## src/rtl/pipeline_debug_monitor.sv

```systemverilog
// Run-control and state-dump monitor for the five-stage core: performance counters,
// end-of-program detection and a valid/ready register file dump.
module pipeline_debug_monitor #(
  parameter int REG_WIDTH   = 64,
  parameter int PC_WIDTH    = 64,
  parameter int NUM_REGS    = 32,
  parameter int CNT_WIDTH   = 32,
  parameter int HALT_REPEAT = 4,
  parameter int MAX_CYCLES  = 0,
  parameter int IDX_W       = $clog2(NUM_REGS)
) (
  input  logic                 clk,
  input  logic                 rst,
  input  logic                 commit_valid,
  input  logic [PC_WIDTH-1:0]  commit_pc,
  input  logic                 stall,
  input  logic                 flush,
  input  logic                 dump_req,
  output logic [IDX_W-1:0]     rf_raddr,
  input  logic [REG_WIDTH-1:0] rf_rdata,
  output logic                 dump_valid,
  input  logic                 dump_ready,
  output logic [IDX_W-1:0]     dump_idx,
  output logic [REG_WIDTH-1:0] dump_data,
  output logic                 dump_last,
  output logic [1:0]           dump_cause,
  output logic [CNT_WIDTH-1:0] cycle_count,
  output logic [CNT_WIDTH-1:0] retire_count,
  output logic [CNT_WIDTH-1:0] stall_count,
  output logic [CNT_WIDTH-1:0] flush_count,
  output logic                 halted,
  output logic                 done
);

  localparam int NUM_CNT = 4;
  localparam int REP_W = $clog2(HALT_REPEAT + 1);
  localparam logic [IDX_W-1:0] LAST_IDX = IDX_W'(NUM_REGS - 1);
  localparam logic [REP_W-1:0] REP_HALT = REP_W'(HALT_REPEAT);

  typedef enum logic [1:0] {
    ST_RUN  = 2'd0,
    ST_DUMP = 2'd1,
    ST_DONE = 2'd2
  } state_t;

  state_t               state_reg;
  logic [IDX_W-1:0]     idx_reg;
  logic [PC_WIDTH-1:0]  last_pc_reg;
  logic [REP_W-1:0]     rep_reg;
  logic [REP_W-1:0]     rep_next;
  logic [1:0]           cause_reg;
  logic                 halted_reg;
  logic                 done_reg;

  logic                 in_run;
  logic                 in_dump;
  logic                 halt_trig;
  logic                 limit_trig;

  // Counter order: cycle, retire, stall, flush.
  logic [NUM_CNT-1:0]                cnt_inc;
  logic [NUM_CNT-1:0][CNT_WIDTH-1:0] cnt_val;
  logic [NUM_CNT-1:0][CNT_WIDTH-1:0] cnt_next;

  assign in_run  = (state_reg == ST_RUN);
  assign in_dump = (state_reg == ST_DUMP);
  assign cnt_inc = {flush, stall, commit_valid, 1'b1};

  generate
    for (genvar gi = 0; gi < NUM_CNT; gi++) begin : g_cnt
      logic [CNT_WIDTH-1:0] count_reg;

      // Saturate at all-ones rather than wrapping.
      assign cnt_next[gi] = (cnt_inc[gi] && (count_reg != '1)) ? count_reg + 1'b1 : count_reg;
      assign cnt_val[gi]  = count_reg;

      always_ff @(posedge clk or negedge rst) begin
        if (!rst) begin
          count_reg <= '0;
        end else if (in_run) begin
          count_reg <= cnt_next[gi];
        end
      end
    end
  endgenerate

  always_comb begin
    rep_next = rep_reg;
    if (commit_valid) begin
      if (commit_pc != last_pc_reg) begin
        rep_next = REP_W'(1);
      end else if (rep_reg != REP_HALT) begin
        rep_next = rep_reg + 1'b1;
      end
    end
  end

  assign halt_trig  = commit_valid && (rep_next == REP_HALT);
  assign limit_trig = (MAX_CYCLES != 0) && (cnt_next[0] == CNT_WIDTH'(MAX_CYCLES));

  always_ff @(posedge clk or negedge rst) begin
    if (!rst) begin
      state_reg   <= ST_RUN;
      idx_reg     <= '0;
      last_pc_reg <= '0;
      rep_reg     <= '0;
      cause_reg   <= 2'd0;
      halted_reg  <= 1'b0;
      done_reg    <= 1'b0;
    end else begin
      case (state_reg)
        ST_RUN: begin
          rep_reg <= rep_next;
          if (commit_valid) begin
            last_pc_reg <= commit_pc;
          end
          if (halt_trig || limit_trig || dump_req) begin
            state_reg  <= ST_DUMP;
            halted_reg <= 1'b1;
            idx_reg    <= '0;
            if (halt_trig) begin
              cause_reg <= 2'd1;
            end else if (limit_trig) begin
              cause_reg <= 2'd2;
            end else begin
              cause_reg <= 2'd3;
            end
          end
        end
        ST_DUMP: begin
          if (dump_ready) begin
            if (idx_reg == LAST_IDX) begin
              state_reg <= ST_DONE;
              done_reg  <= 1'b1;
            end else begin
              idx_reg <= idx_reg + 1'b1;
            end
          end
        end
        ST_DONE: begin
          state_reg <= ST_DONE;
        end
        default: begin
          state_reg <= ST_RUN;
        end
      endcase
    end
  end

  // The register file read is combinational, so the beat tracks idx directly.
  assign rf_raddr     = in_dump ? idx_reg : '0;
  assign dump_idx     = in_dump ? idx_reg : '0;
  assign dump_valid   = in_dump;
  assign dump_data    = rf_rdata;
  assign dump_last    = in_dump && (idx_reg == LAST_IDX);
  assign dump_cause   = cause_reg;
  assign halted       = halted_reg;
  assign done         = done_reg;
  assign cycle_count  = cnt_val[0];
  assign retire_count = cnt_val[1];
  assign stall_count  = cnt_val[2];
  assign flush_count  = cnt_val[3];

endmodule

```

## config.mk

```make
export PLATFORM = sky130hd
export DESIGN_NAME = pipeline_debug_monitor
export DESIGN_NICKNAME = d
export VERILOG_FILES = /design/src/rtl/pipeline_debug_monitor.sv
export SDC_FILE = /design/constraint.sdc
export NUM_CORES = 1
export LEC_CHECK = 0
export ABC_CLOCK_PERIOD_IN_PS = 6100
export CAP_MARGIN = 10
export CORE_UTILIZATION = 50
export DETAILED_ROUTE_END_ITERATION = 16
export PLACE_DENSITY = 0.93
export SETUP_SLACK_MARGIN = 0.3
export SYNTH_ARGS = -nofsm -noshare
export SYNTH_HDL_FRONTEND = slang
export SYNTH_SLANG_ARGS = --single-unit
```

## constraint.sdc

```tcl
create_clock -name clk -period 6.1 [get_ports clk]
set_clock_uncertainty 0.05 [all_clocks]
set_input_delay 1.22 -clock clk [delete_from_list [all_inputs] [get_ports clk]]
set_output_delay 1.22 -clock clk [all_outputs]
set_load 0.02 [all_outputs]
```

==> impl_metrics.json <==
{
  "status": "finished, final reports clean",
  "core-area_um2": 20200,
  "root_buffer": "clkbuf_16",
  "final_nets": 1197,
  "netlist_area_um2": 10300,
  "synth_seq_cells": 205,
  "path_cells": "ha_1, and3_1, ha_1, and2_1, clkdlybuf4s50_1",
  "ys_seq_area_frac": 0.497,
  "startpoint_type": "flip-flop",
  "antenna_found_initial": 0,
  "ys.flop_type": "dfrtp_1",
  "fmax_mhz": 283,
  "ir_worst_vdd_v": 0.000220,
  "grt_overflow": 0,
  "clk_pin_slew_ns": 0.06,
  "num_rows": 52,
  "n_antenna_cell": 0,
  "synth-adder-area-share": 0.0121,
  "yosysUniqueCellTypes": 53,
  "netlist.area_leader.share": 0.497,
  "rsz0062_at_grt": "false",
  "leakage_nw": 5.61,
  "clk_latency_ns": 0.50,
  "dieArea_um2": 21200,
  "portBuffers": 214,
  "route.detailed.drc": 0,
  "drtIter0Drc": 237,
  "layout.cells.non_filler": 1338,
  "place.detailed.hpwl_um": 15700,
  "routed-via-count": 7223,
  "wl_per_cell_um": 16.7,
  "final-hold-violation-count": 0,
  "final_max_slew_viol_count": 0,
  "largest_reg_flops": 64,
  "post-cts-setup-buffer-count": 0,
  "start_util": 0.510,
  "drtPass1Iterations": 4,
  "layout-drive-gt1-share": 0.125,
  "grt_usage": 0.215,
  "crit_type": "flip-flop to output port",
  "grt_pass1_vias": 7527,
  "slowest_stage": "clkdlybuf4s50_1",
  "dp_cells": 1297,
  "syn-num-nets": 1040,
  "synth_most_common_cell": "dfrtp_1",
  "grt_max_degree": 118,
  "synth_compound_area_frac": 0.0291,
  "finalSetupTns_ns": 0,
  "crit_path_end_kind": "output port",
  "startpoint": "idx_reg[0]",
  "critical_path_required_ns": 4.83,
  "synthTopCellsByArea": "dfrtp_1, xor2_1, mux2_2, xnor2_1, buf_4",
  "syn_inst": 895,
  "hp-class": "flip-flop to flip-flop",
  "yosys_warnings": 0,
  "cts_tree": "done",
  "arrival_ns": 2.26,
  "slew_headroom": 0.423,
  "synth-edff-count": 0,
  "synthArstFlopShare": 1.00,
  "cts_buffer_depth": 3,
  "fin_crit_sh": 0.579,
  "grt_pass1_wl_um": 37500,
  "cts_htree_levels": 1,
  "power_density_nw_per_um2": 345,
  "synth_top_cell_by_area": "dfrtp_1",
  "gp_congestion": 0.792,
  "synthXorXnorAreaFrac": 0.158,
  "avgViaCountPerCell": 5.40,
  "worst_pin_slew_ns": 0.866,
  "cp_common_cell": "ha_1",
  "area_growth_pct": 26.0,
  "p_total_mw": 4.49,
  "maxCapViolCount": 0,
  "synthTopCellsByCount": "dfrtp_1, xor2_1, xnor2_1",
  "holdBufCountCts": 0,
  "postRouteAntennaNets": 0,
  "numCtsBuffers": 23,
  "post-route-min-period_ns": 3.53,
  "r2r-start": "rep_reg[0]",
  "cp_max_fo": 6,
  "postCtsResizedCells": 0,
  "synth.avg_cell_area_um2": 11.5,
  "setup_viol": 0,
  "clkSinkCount": 205,
  "fp.dieW_um": 146,
  "die_y_um": 146,
  "synthMuxAreaShare": 0.0753,
  "routed_wirelength_um": 22300,
  "synth_top_family_by_area": "simple AND/OR/NAND/NOR gates",
  "synthSimpleGateAreaFrac": 0.166,
  "worstHoldStart": "done",
  "io_pins": 343,
  "max_stage_delay_ns": 0.53
}
worst max-delay path, delay by kind of cell (launching register included):
family        cells  cell delay [ns]
fa+ha+maj         2             0.43
buf+inv           1             0.53
flops             1             0.45
simple gates      2             0.36
path summary, 6_finish.rpt:
check / end / slack, ns / depth (start not counted)
hold reg to reg: done / 0.43 / 1
hold / removal: done / 0.43 / 1
setup / recovery: dump_last / 2.57 / 5
max in group asynchronous: last_pc_reg[23] / 4.25 / 2
min in group asynchronous: cycle_count[18] / 0.71 / 1
setup reg to reg: state_reg[1] / 3.40 / 9
routing by layer:
metal | global-route usage | routed length, µm
met2 | 0.372 | 11100
met5 | 0 | 0
met4 | 0.0826 | 773
met3 | 0.0571 | 1490
met1 | 0.255 | 8940
cell usage in the layout, fill, tap and decap left out, types with 4 or more instances in the layout:
master and instances:
mux2_2 69, nor3_1 12, and4_1 12, dfrtp_1 205
and2_1 16, ha_1 10, and3_1 19, a21o_1 4
clkbuf_16 23, nor4_1 20, a21oi_1 5, o21ai_0 5
inv_1 14, xor2_1 103, clkdlybuf4s50_1 213, a31oi_1 7
xnor2_1 83, clkinv_2 5, nand4_1 29, nand3_1 56
nor4_2 4, nand2_1 59, nor3b_1 4, nor2_1 33
clkbuf_1 5
report_power, final:
part	internal (mW)	leakage [nW]	total [mW]	switching (mW)
sequential	1.67	2.65	1.93	0.260
combinational	0.623	2.59	1.17	0.548
clock	0.847	0.374	1.40	0.548
cell type report:
class / count / area, µm²
Clock buffer: 30 / 622
Sequential cell: 205 / 5130
Multi-Input combinational cell: 591 / 4540
Inverter: 14 / 52.6
Timing Repair Buffer: 217 / 2180
Clock inverter: 11 / 140
Fill cell: 1498 / 7230
Tap cell: 270 / 338
per-stage QoR:
stage / instance area [µm²] / setup slack, ns / hold WS [ns] / utilization
6_report: 13000 / 2.57 / 0.430 / 0.643
5_1_grt: 13000 / 2.46 / 0.462 / 0.643
4_1_cts: 13000 / 2.54 / 0.441 / 0.643
3_5_place_dp: 12200 / 2.15 / 0.427 / 0.605
3_3_place_gp: 12200 / 2.23 / 0.409 / 0.605
2_1_floorplan: 10300 / 3.12 / 0.425 / -
cell families after synthesis:
family,Yosys count
compound gates,34
xor+xnor,186
fa+ha+maj,10
buf+inv,99
flops,205
mux,69
simple gates,292
(Power assumes the default switching activity.)
